[config.mk]
export PLATFORM = sky130hd
export DESIGN_NAME = nios_system_nios2_car_controll_oci_dtrace_packer
export DESIGN_NICKNAME = d
export VERILOG_FILES = /design/src/rtl/nios_system_nios2_car_controll_oci_dtrace_packer.sv
export SDC_FILE = /design/constraint.sdc
export NUM_CORES = 1
export LEC_CHECK = 0
export CAP_MARGIN = 20
export CORE_ASPECT_RATIO = 1.1
export CORE_UTILIZATION = 24
export DETAILED_ROUTE_END_ITERATION = 10
export GPL_ROUTABILITY_DRIVEN = 0
export GPL_TIMING_DRIVEN = 1
export SLEW_MARGIN = 20
export SYNTH_ARGS = -nofsm -noshare
export SYNTH_HDL_FRONTEND = slang
export SYNTH_SLANG_ARGS = --single-unit
[constraint.sdc]
create_clock -name clk -period 4.15 [get_ports clk]
set_input_delay 0.83 -clock clk [delete_from_list [all_inputs] [get_ports clk]]
set_output_delay 0.83 -clock clk [all_outputs]
set_load 0.01 [all_outputs]
[src/rtl/nios_system_nios2_car_controll_oci_dtrace_packer.sv]
// Data-trace packer for the car-control OCI: packs 2-bit trace symbols into
// 15-slot frames and hands them downstream through a valid/ready register.
module nios_system_nios2_car_controll_oci_dtrace_packer #(
    parameter int SYM_W  = 2,
    parameter int SLOTS  = 15,
    parameter int DROP_W = 8,
    localparam int BUF_W = SYM_W * SLOTS,
    localparam int CNT_W = $clog2(SLOTS + 1)
) (
    input  logic              clk,
    input  logic              reset,
    input  logic              trace_start,
    input  logic              trace_stop,
    input  logic              sym_valid,
    input  logic [SYM_W-1:0]  sym_data,
    input  logic              out_ready,
    output logic              out_valid,
    output logic [BUF_W-1:0]  out_data,
    output logic [CNT_W-1:0]  out_count,
    output logic [BUF_W-1:0]  dct_buffer,
    output logic [CNT_W-1:0]  dct_count,
    output logic              test_ending,
    output logic              test_has_ended,
    output logic              overflow,
    output logic [DROP_W-1:0] drop_count
);

    typedef enum logic [1:0] {IDLE, RUN, DRAIN, DONE} state_t;

    localparam logic [CNT_W-1:0] FULL = CNT_W'(SLOTS);

    state_t            state_q, state_d;
    logic [BUF_W-1:0]  dctBuffer_q, dctBuffer_d;
    logic [CNT_W-1:0]  dctCount_q, dctCount_d;
    logic [BUF_W-1:0]  outData_q, outData_d;
    logic [CNT_W-1:0]  outCount_q, outCount_d;
    logic              outValid_q, outValid_d;
    logic              overflow_q, overflow_d;
    logic [DROP_W-1:0] dropCount_q, dropCount_d;
    logic              testEnding_q, testHasEnded_q;
    logic              accept, outFree;

    assign accept  = outValid_q && out_ready;
    assign outFree = !outValid_q || out_ready;

    // Transfers are evaluated before inserts so that a symbol arriving in the
    // transfer cycle lands in slot 0 of the freshly cleared buffer.
    always_comb begin
        state_d     = state_q;
        dctBuffer_d = dctBuffer_q;
        dctCount_d  = dctCount_q;
        outData_d   = outData_q;
        outCount_d  = outCount_q;
        outValid_d  = outValid_q;
        overflow_d  = overflow_q;
        dropCount_d = dropCount_q;

        if (accept) begin
            outValid_d = 1'b0;
        end

        case (state_q)
            IDLE, DONE: begin
                if (trace_start) begin
                    state_d     = RUN;
                    dctBuffer_d = '0;
                    dctCount_d  = '0;
                    overflow_d  = 1'b0;
                    dropCount_d = '0;
                end
            end
            RUN: begin
                if (dctCount_q == FULL && outFree) begin
                    outData_d   = dctBuffer_q;
                    outCount_d  = FULL;
                    outValid_d  = 1'b1;
                    dctBuffer_d = '0;
                    dctCount_d  = '0;
                end
                if (sym_valid) begin
                    if (dctCount_d != FULL) begin
                        dctBuffer_d[int'(dctCount_d) * SYM_W +: SYM_W] = sym_data;
                        dctCount_d = dctCount_d + CNT_W'(1);
                    end else begin
                        overflow_d = 1'b1;
                        if (dropCount_q != '1) begin
                            dropCount_d = dropCount_q + DROP_W'(1);
                        end
                    end
                end
                if (trace_stop) begin
                    state_d = DRAIN;
                end
            end
            DRAIN: begin
                // Unused upper slots are already zero since inserts only ever
                // fill the buffer from slot 0 upward after a clear.
                if (dctCount_q != '0 && outFree) begin
                    outData_d   = dctBuffer_q;
                    outCount_d  = dctCount_q;
                    outValid_d  = 1'b1;
                    dctBuffer_d = '0;
                    dctCount_d  = '0;
                end
                if (dctCount_q == '0 && outFree) begin
                    state_d = DONE;
                end
            end
            default: state_d = IDLE;
        endcase
    end

    always_ff @(posedge clk) begin
        if (reset) begin
            state_q        <= IDLE;
            dctBuffer_q    <= '0;
            dctCount_q     <= '0;
            outData_q      <= '0;
            outCount_q     <= '0;
            outValid_q     <= 1'b0;
            overflow_q     <= 1'b0;
            dropCount_q    <= '0;
            testEnding_q   <= 1'b0;
            testHasEnded_q <= 1'b0;
        end else begin
            state_q        <= state_d;
            dctBuffer_q    <= dctBuffer_d;
            dctCount_q     <= dctCount_d;
            outData_q      <= outData_d;
            outCount_q     <= outCount_d;
            outValid_q     <= outValid_d;
            overflow_q     <= overflow_d;
            dropCount_q    <= dropCount_d;
            testEnding_q   <= (state_d == DRAIN);
            testHasEnded_q <= (state_d == DONE);
        end
    end

    assign out_valid      = outValid_q;
    assign out_data       = outData_q;
    assign out_count      = outCount_q;
    assign dct_buffer     = dctBuffer_q;
    assign dct_count      = dctCount_q;
    assign test_ending    = testEnding_q;
    assign test_has_ended = testHasEnded_q;
    assign overflow       = overflow_q;
    assign drop_count     = dropCount_q;

endmodule

==> results of run 1 <==
-- cell families after synthesis --
| logic type | after synthesis | share of synthesized area, % |
|---|---|---|
| fa+ha+maj | 7 | 2.32 |
| buf+inv | 40 | 4.55 |
| compound gates | 110 | 20.7 |
| mux | 30 | 7.97 |
| flops | 82 | 43.6 |
| simple gates | 154 | 20.9 |
-- area by class of cell --
| class | instances | share of cell area [%] |
|---|---|---|
| Tap cell | 196 | 4.77 |
| Sequential cell | 82 | 31.9 |
| Clock inverter | 4 | 1.46 |
| Clock buffer | 11 | 4.91 |
| Timing Repair Buffer | 92 | 17.8 |
| Multi-Input combinational cell | 301 | 38.0 |
| Inverter | 15 | 1.09 |
-- metrics by stage --
step                      hold slack (ns)  cell area (um^2)  total power, mW
final                               0.488              5140             1.97
after global routing                0.519              5140             2.06
after CTS                           0.495              5140             1.99
after detailed placement            0.477              4820             1.11
after global placement              0.472              4820             1.10
after floorplan                     0.496              3770             1.02
-- registers in the layout, indices dropped and copies added, names as in the netlist --
register,flops
dct_buffer,30
out_data,30
dct_count,4
out_count,4
out_valid,1
test_ending,1
drop_count,8
overflow,1
state_q,2
test_has_ended,1
-- worst min-delay path: stages, from the launching register on --
cell and delay (ns):
dfxtp_1 0.32, mux2i_1 0.06, nor2_1 0.07
-- final timing paths --
check / endpoint / slack, ns / cells past startpoint
min: out_data[4] / 0.49 / 2
max reg2reg: dct_buffer[7] / 0.65 / 9
max: dct_buffer[7] / 0.65 / 9
min reg2reg: out_data[4] / 0.49 / 2
-- power groups by stage --
| stage | Clock (mW) | Sequential (mW) | Combinational (mW) |
|---|---|---|---|
| after floorplan | 0 | 0.831 | 0.188 |
| after global placement | 0 | 0.831 | 0.271 |
| after detailed placement | 0 | 0.832 | 0.275 |
| after CTS | 0.901 | 0.814 | 0.277 |
| after global routing | 0.938 | 0.816 | 0.306 |
| final | 0.876 | 0.815 | 0.279 |
-- layer usage --
metal	up-vias	global-route usage, %	routed length, um
met5	-	0	0
met4	0	6.17	304
met3	25	3.90	786
met2	153	23.8	5430
met1	1724	17.7	4820
li1	1729	-	-
-- cells in the final DEF, fill, tap and decap left out, types with 6 or more instances in the layout --
cell type / instances
inv_1: 15
nor2b_1: 9
a22o_1: 15
o31ai_1: 6
nand2b_1: 9
dfxtp_1: 82
ha_1: 7
nand4_1: 13
clkdlybuf4s50_1: 86
o21ai_0: 28
clkbuf_16: 9
nor2_1: 47
a21oi_1: 16
nor3_1: 7
nand3_1: 16
nand2_1: 21
mux2i_1: 30
nor4_1: 7
or3_1: 7
==> flow_summary.toml, run 1 <==
[critical_path]
critPathTopFamily = "simple AND/OR/NAND/NOR gates"
worst_path_largest_cell_delay_ns = 0.65
cp_slowest_cell = "dfxtp_1"
end_kind = "register"
cp.required_ns = 4.39
crit_fanout = 14
cp-startpoint = "dct_count[0]"
timing.rr.start = "dct_count[0]"
cp-start-kind = "register"
path_class = "register to register"
cp_common_cell = "ha_1"
arrival_ns = 3.74
path_buf_inv = 1
crit_chain = "ha_1 > inv_1 > or3_1 > o31ai_1 > ha_1 > nand2_1 > nor4b_1 > o21ai_0 > a22o_1"

[sta]
finalSetupViolCount = 0
slew_headroom_pct = 50.3
fin_crit_sh_pct = 84.4
postLayoutSetupSlackWorst_ns = 0.646
grt_setup_unrepaired = "false"
hold_viol_final = 0
fmax_mhz = 285
final.min_clock_period_ns = 3.50
worst_pin_slew_ns = 0.743
finalClockSkew_ns = 0.00371
slew_viol_final = 0
setup_tns_ns = 0

[synthesis]
synth_area_leaders = "dfxtp_1 44%, mux2i_1 8.0%, nor2_1 4.7%"
syn_avg_cell_area_um2 = 8.91
yosysSeqAreaShare_pct = 43.6
synth_flop_cell = "dfxtp_1"
yosysTopAreaCell = "dfxtp_1"
synth.distinct_cells = 54
yosysMostFrequentCell = "dfxtp_1"
ys_ff_latch = 82
async_reset_ff_share_pct = 0
syn_inst = 423
synth_edf_count = 0
syn-num-nets = 438
yosys_warnings = 0
netlist.area_leader.share_pct = 43.6
syn_area_mm2 = 0.00377
synth_common_cells = "82 x dfxtp_1, 47 x nor2_1, 30 x mux2i_1"

[final_layout]
stdcell_count = 701
n_fill_cell = 1578
drive_gt1_share_pct = 5.35
diodes = 0
ff_latch_area_mm2 = 0.00164
multi_input_area_mm2 = 0.00196
syn_to_final_growth_pct = 36.5
finalNetCount = 516
fin_util_pct = 33.9

[cts]
cts_tree = "yes"
clockBufferDepth = 2
post_cts_buffers = 0
htree_num_levels = 3
root_buffer = "clkbuf_16"
holdBufCountCts = 0
cts_buffers = 9
cts_resized = 0
clock_latency_ns = 0.34
clkTransAtPathRegs_ns = 0.06
clock_sinks = 82

[power_and_ir_drop]
p_sw_share_pct = 26.1
clock_power_share_pct = 44.5
seq_power_share_pct = 41.3
p_leak_nw = 1.68
combPwrFrac_pct = 14.2
internal_power_mw = 1.46
p_sw_mw = 0.514
peakVddDrop_mv = 0.200
p_per_area_mw_per_mm2 = 383

[route]
vias = 3631
drtIter0Drc = 326
vias_per_cell = 5.18
wl_per_cell_um = 16.2
route.antenna.remaining_nets = 0
drc = 0
drt_first_pass_iters = 5
routed_wl_mm = 11.3

[global_route]
grt_remaining_overflow = 0
track_usage_pct = 14.5
grt_start_max_net_pins = 52
antenna_found_initial = 0
grt_pass1_vias = 3423
grt_first_pass_wirelength_mm = 18.2

[placed_design]
place_ws_ns = 0.474
dp.cells = 686
dpl.hpwl_mm = 8.32
io_buffers = 87

[run]
cap_violations = 0

[worst_hold_path]
hold_class = "register to register"
hold_start = "out_data[4]"

[floorplan]
rows = 47
die_area_mm2 = 0.0162
pin_count = 88
die_w_um = 121
core_area_mm2 = 0.0152
start_util_pct = 24.8
die_y_um = 133

[status]
status = "finished clean"
Note: power is estimated with default switching activity, not from simulation.
==> run 2, diff against run 1 <==
==> constraint.sdc (replaced) <==
create_clock -name clk -period 3.6 [get_ports clk]
set_input_delay 0.72 -clock clk [delete_from_list [all_inputs] [get_ports clk]]
set_output_delay 0.72 -clock clk [all_outputs]
set_load 0.01 [all_outputs]
==> flow_summary.toml, run 2 (synthesized netlist as in run 1, its figures left out) <==
[sta]
worst_pin_slew_ns = 0.755
slew_viol_final = 0
slew_headroom_pct = 49.5
setup_tns_ns = 0
holdWs_ns = 0.491
hold_viol_final = 0
fmax_mhz = 322
finalClockSkew_ns = 0.00752
finalSetupViolCount = 0
final.min_clock_period_ns = 3.11
grt_setup_unrepaired = "false"
fin_crit_sh_pct = 86.3

[global_route]
grt_pass1_vias = 3555
busiest_layer = "met2"
grtUsageMet1_pct = 17.2
grt_start_max_net_pins = 52
grt_first_pass_wirelength_mm = 18.4
track_usage_pct = 14.6
antenna_found_initial = 0
grt_remaining_overflow = 0
met3_usage_pct = 3.98
grt_util_met2_pct = 24.3

[route]
vias_per_cell = 5.14
drtIter0Drc = 292
drt_first_pass_iters = 5
route.antenna.remaining_nets = 0
vias = 3650
drc = 0
wl_per_cell_um = 16.3
routed_wl_mm = 11.5

[floorplan]
core_area_mm2 = 0.0152
rows = 47
pin_count = 88
die_y_um = 133
start_util_pct = 24.8
die_area_mm2 = 0.0162
die_w_um = 121

[critical_path]
cp-start-kind = "input pin"
path_class = "input pin to register"
end_kind = "register"
critPathTopFamily = "simple AND/OR/NAND/NOR gates"
crit_chain = "clkdlybuf4s50_1 > and2b_1 > or3_1 > o31ai_1 > ha_1 > nand2_1 > nor4b_1 > o21ai_0 > a22o_1"
cp.required_ns = 3.84
path_buf_inv = 1
r2r_end = "dct_buffer[7]"
arrival_ns = 3.34
rrSetupSlack_ns = 0.58
crit_cells = 9
cp_slowest_cell = "nor4b_1"
ff2ff_path_depth = 8
worst_path_largest_cell_delay_ns = 0.66
crit_fanout = 8
timing.rr.start = "dct_count[2]"

[power_and_ir_drop]
p_leak_nw = 1.69
peakVddDrop_mv = 0.171
p_per_area_mw_per_mm2 = 414

[run]
cap_violations = 0

[cts]
clockBufferDepth = 2
holdBufCountCts = 0
cts_tree = "yes"
cts_resized = 0
clkTransAtPathRegs_ns = 0.06
post_cts_buffers = 0
cts_buffers = 9
clock_sinks = 82
htree_num_levels = 3
root_buffer = "clkbuf_16"
clock_latency_ns = 0.35

[placed_design]
io_buffers = 87
dp.cells = 694
dpl.hpwl_mm = 8.42

[worst_hold_path]
hold_start = "out_data[7]"
hold_depth = 2
hold_class = "register to register"
hold_end = "out_data[7]"

[final_layout]
drive_gt1_share_pct = 6.42
final_common_cell = "clkdlybuf4s50_1"
stdcell_count = 710
finalNetCount = 524
syn_to_final_growth_pct = 36.4
final_cell_mix = "86 x clkdlybuf4s50_1, 82 x dfxtp_1, 47 x nor2_1"
diodes = 0

[status]
status = "finished clean"
[run 2: changes by cell type in the layout (fill, tap and decap cells not counted)]
cell,change
clkinvlp_4,-1
clkbuf_8,-1
clkinv_4,+2
clkbuf_1,+3
buf_12,-1
bufinv_16,-2
buf_4,+9
[run 2: worst max path at each step]
| stage | start | endpoint | slack, ns |
|---|---|---|---|
| after detailed placement | out_ready | dct_buffer[7] | 0.18 |
| after global routing | dct_count[2] | dct_buffer[7] | 0.31 |
| after floorplan | out_ready | dct_buffer[24] | 0.54 |
| after CTS | out_ready | dct_buffer[7] | 0.55 |
| final | out_ready | dct_buffer[7] | 0.49 |
| after global placement | out_ready | dct_buffer[6] | 0.27 |
[run 2: metrics by stage]
step           area [um^2]  total power [mW]  utilization, %  setup WS [ns]
2_1_floorplan         3770              1.17               -          0.541
3_3_place_gp          4860              1.27            32.1          0.272
3_5_place_dp          4860              1.28            32.1          0.182
4_1_cts               5140              2.15            33.9          0.547
5_1_grt               5140              2.22            33.9          0.306
6_report              5140              2.13            33.9          0.493
[run 2: per-layer routing]
metal / routed length [um] / vias to the layer above
met1: 4790 / 1695
met2: 5440 / 189
met5: 0 / -
met3: 960 / 30
li1: - / 1736
met4: 359 / 0
[run 2: layout make-up]
class	count	area (um^2)
Clock inverter	3	25.0
Timing Repair Buffer	100	963
Inverter	15	56.3
Fill cell	1574	10000
Multi-Input combinational cell	301	1960
Sequential cell	82	1640
Clock buffer	13	250
Tap cell	196	245
[run 2: worst reg2reg max path, delay by kind of cell, from the launching register on]
family,cells,cell delay [ns]
fa+ha+maj,1,0.30
flops,1,0.72
compound gates,3,0.45
simple gates,4,1.45
[run 2: report_power, final]
group          leakage [nW]  internal [mW]  switching (mW)
logic                 0.899          0.119           0.217
registers             0.661          0.922          0.0113
clock network         0.130          0.489           0.367
total                  1.69           1.53           0.595
==> run 3, diff against run 2 <==
--- a/config.mk
+++ b/config.mk
@@ -7,10 +7,12 @@
 export LEC_CHECK = 0
 export CAP_MARGIN = 20
 export CORE_ASPECT_RATIO = 1.1
+export CORE_MARGIN = 2
 export CORE_UTILIZATION = 24
 export DETAILED_ROUTE_END_ITERATION = 10
 export GPL_ROUTABILITY_DRIVEN = 0
 export GPL_TIMING_DRIVEN = 1
+export SETUP_SLACK_MARGIN = 0.05
 export SLEW_MARGIN = 20
 export SYNTH_ARGS = -nofsm -noshare
 export SYNTH_HDL_FRONTEND = slang
==> flow_summary.toml, run 3 (synthesized netlist as in run 1, its figures left out) <==
[status]
status = "finished clean"

[critical_path]
crit_fanout = 8
arrival_ns = 3.28
cp-start-kind = "input pin"
timing.rr.start = "dct_count[2]"
path_class = "input pin to register"
cp-startpoint = "out_ready"
cp.required_ns = 3.84
end_kind = "register"

[placed_design]
dpl.hpwl_mm = 8.23
place_ws_ns = 0.240
io_buffers = 87
place_area_mm2 = 0.00490

[final_layout]
finalNetCount = 526
drive_gt1_share_pct = 7.17
final_common_cell = "clkdlybuf4s50_1"
design_area_mm2 = 0.00517
syn_to_final_growth_pct = 37.3
diodes = 0
final_cell_mix = "86 x clkdlybuf4s50_1, 82 x dfxtp_1, 47 x nor2_1"

[worst_hold_path]
hold_start = "out_data[0]"
hold_class = "register to register"

[sta]
slew_headroom_pct = 52.5
postLayoutSetupSlackWorst_ns = 0.560
fin_crit_sh_pct = 84.5
fmax_mhz = 329
slew_viol_final = 0
finalSetupViolCount = 0
finalClockSkew_ns = 0.00595
setup_tns_ns = 0
worst_pin_slew_ns = 0.706
grt_setup_unrepaired = "false"
hold_viol_final = 0
final.min_clock_period_ns = 3.04

[cts]
htree_num_levels = 3
cts_buffers = 9
clkTransAtPathRegs_ns = 0.06
cts_resized = 0
clock_latency_ns = 0.34
holdBufCountCts = 0
cts_tree = "yes"
clockBufferDepth = 2
clock_sinks = 82
post_cts_buffers = 0
root_buffer = "clkbuf_16"

[floorplan]
start_util_pct = 24.2
die_y_um = 135
die_w_um = 123
die_area_mm2 = 0.0167
rows = 48
core_area_mm2 = 0.0156
pin_count = 88

[power_and_ir_drop]
p_per_area_mw_per_mm2 = 412
peakVddDrop_mv = 0.177
p_leak_nw = 1.70
power.total_mw = 2.13

[route]
drt_first_pass_iters = 5
routed_wl_mm = 11.2
vias_per_cell = 4.98
route.antenna.remaining_nets = 0
drtIter0Drc = 267
vias = 3566
wl_per_cell_um = 15.6
drc = 0

[global_route]
grt_pass1_vias = 3350
grt_start_max_net_pins = 52
track_usage_pct = 13.9
antenna_found_initial = 0
grt_remaining_overflow = 0
grt_first_pass_wirelength_mm = 18.0

[run]
cap_violations = 0
==> run 3: cell types whose count changed in the layout (fill, tap and decap cells not counted) <==
cell / before / now
buf_12: 0 / 1
buf_4: 13 / 14
clkbuf_1: 3 / 1
clkbuf_8: 1 / 0
clkinv_4: 2 / 1
clkinvlp_4: 1 / 2
inv_6: 0 / 3
==> run 3: critical path, stage by stage <==
cell             delay, ns
clkdlybuf4s50_1       0.48
and2b_1               0.19
or3_1                 0.36
o31ai_1               0.08
ha_1                  0.30
nand2_1               0.17
nor4_1                0.57
o21ai_0               0.20
a22o_1                0.21
==> run 3: layout make-up <==
| type | instances | area, um^2 |
|---|---|---|
| repair buffers | 102 | 991 |
| multi-input cells | 301 | 1960 |
| fillers | 1577 | 10400 |
| well taps | 200 | 250 |
| clock buffers | 10 | 229 |
| clock inverters | 6 | 50.0 |
| inverters | 15 | 56.3 |
| flip-flops and latches | 82 | 1640 |
==> run 3: layer usage <==
metal / up-vias / track usage (%) / share of wire, %
met5: - / 0 / 0
met4: 0 / 6.76 / 3.0
met3: 25 / 3.96 / 7.5
met2: 168 / 21.5 / 46
met1: 1635 / 17.7 / 44
li1: 1738 / - / -
==> run 3: final timing paths <==
check	endpoint	slack (ns)	cells after the start
worst max-delay path	dct_buffer[13]	0.56	9
worst min-delay path	out_data[0]	0.50	2
worst max register to register	dct_buffer[13]	0.62	8
worst min register to register	out_data[0]	0.50	2
==> run 3: stage by stage <==
stage | hold slack, ns | std cells | util (%)
2_1_floorplan | 0.496 | 423 | -
3_5_place_dp | 0.484 | 700 | 31.5
4_1_cts | 0.497 | 716 | 33.3
6_report | 0.496 | 716 | 33.3
3_3_place_gp | 0.475 | 700 | 31.5
5_1_grt | 0.516 | 716 | 33.3
==> run 3: report_power, final <==
part	total [mW]	leakage (nW)	switching, mW	internal [mW]
registers	0.933	0.661	0.0108	0.922
logic	0.329	0.914	0.211	0.118
clock network	0.870	0.130	0.394	0.476
total	2.13	1.70	0.616	1.52
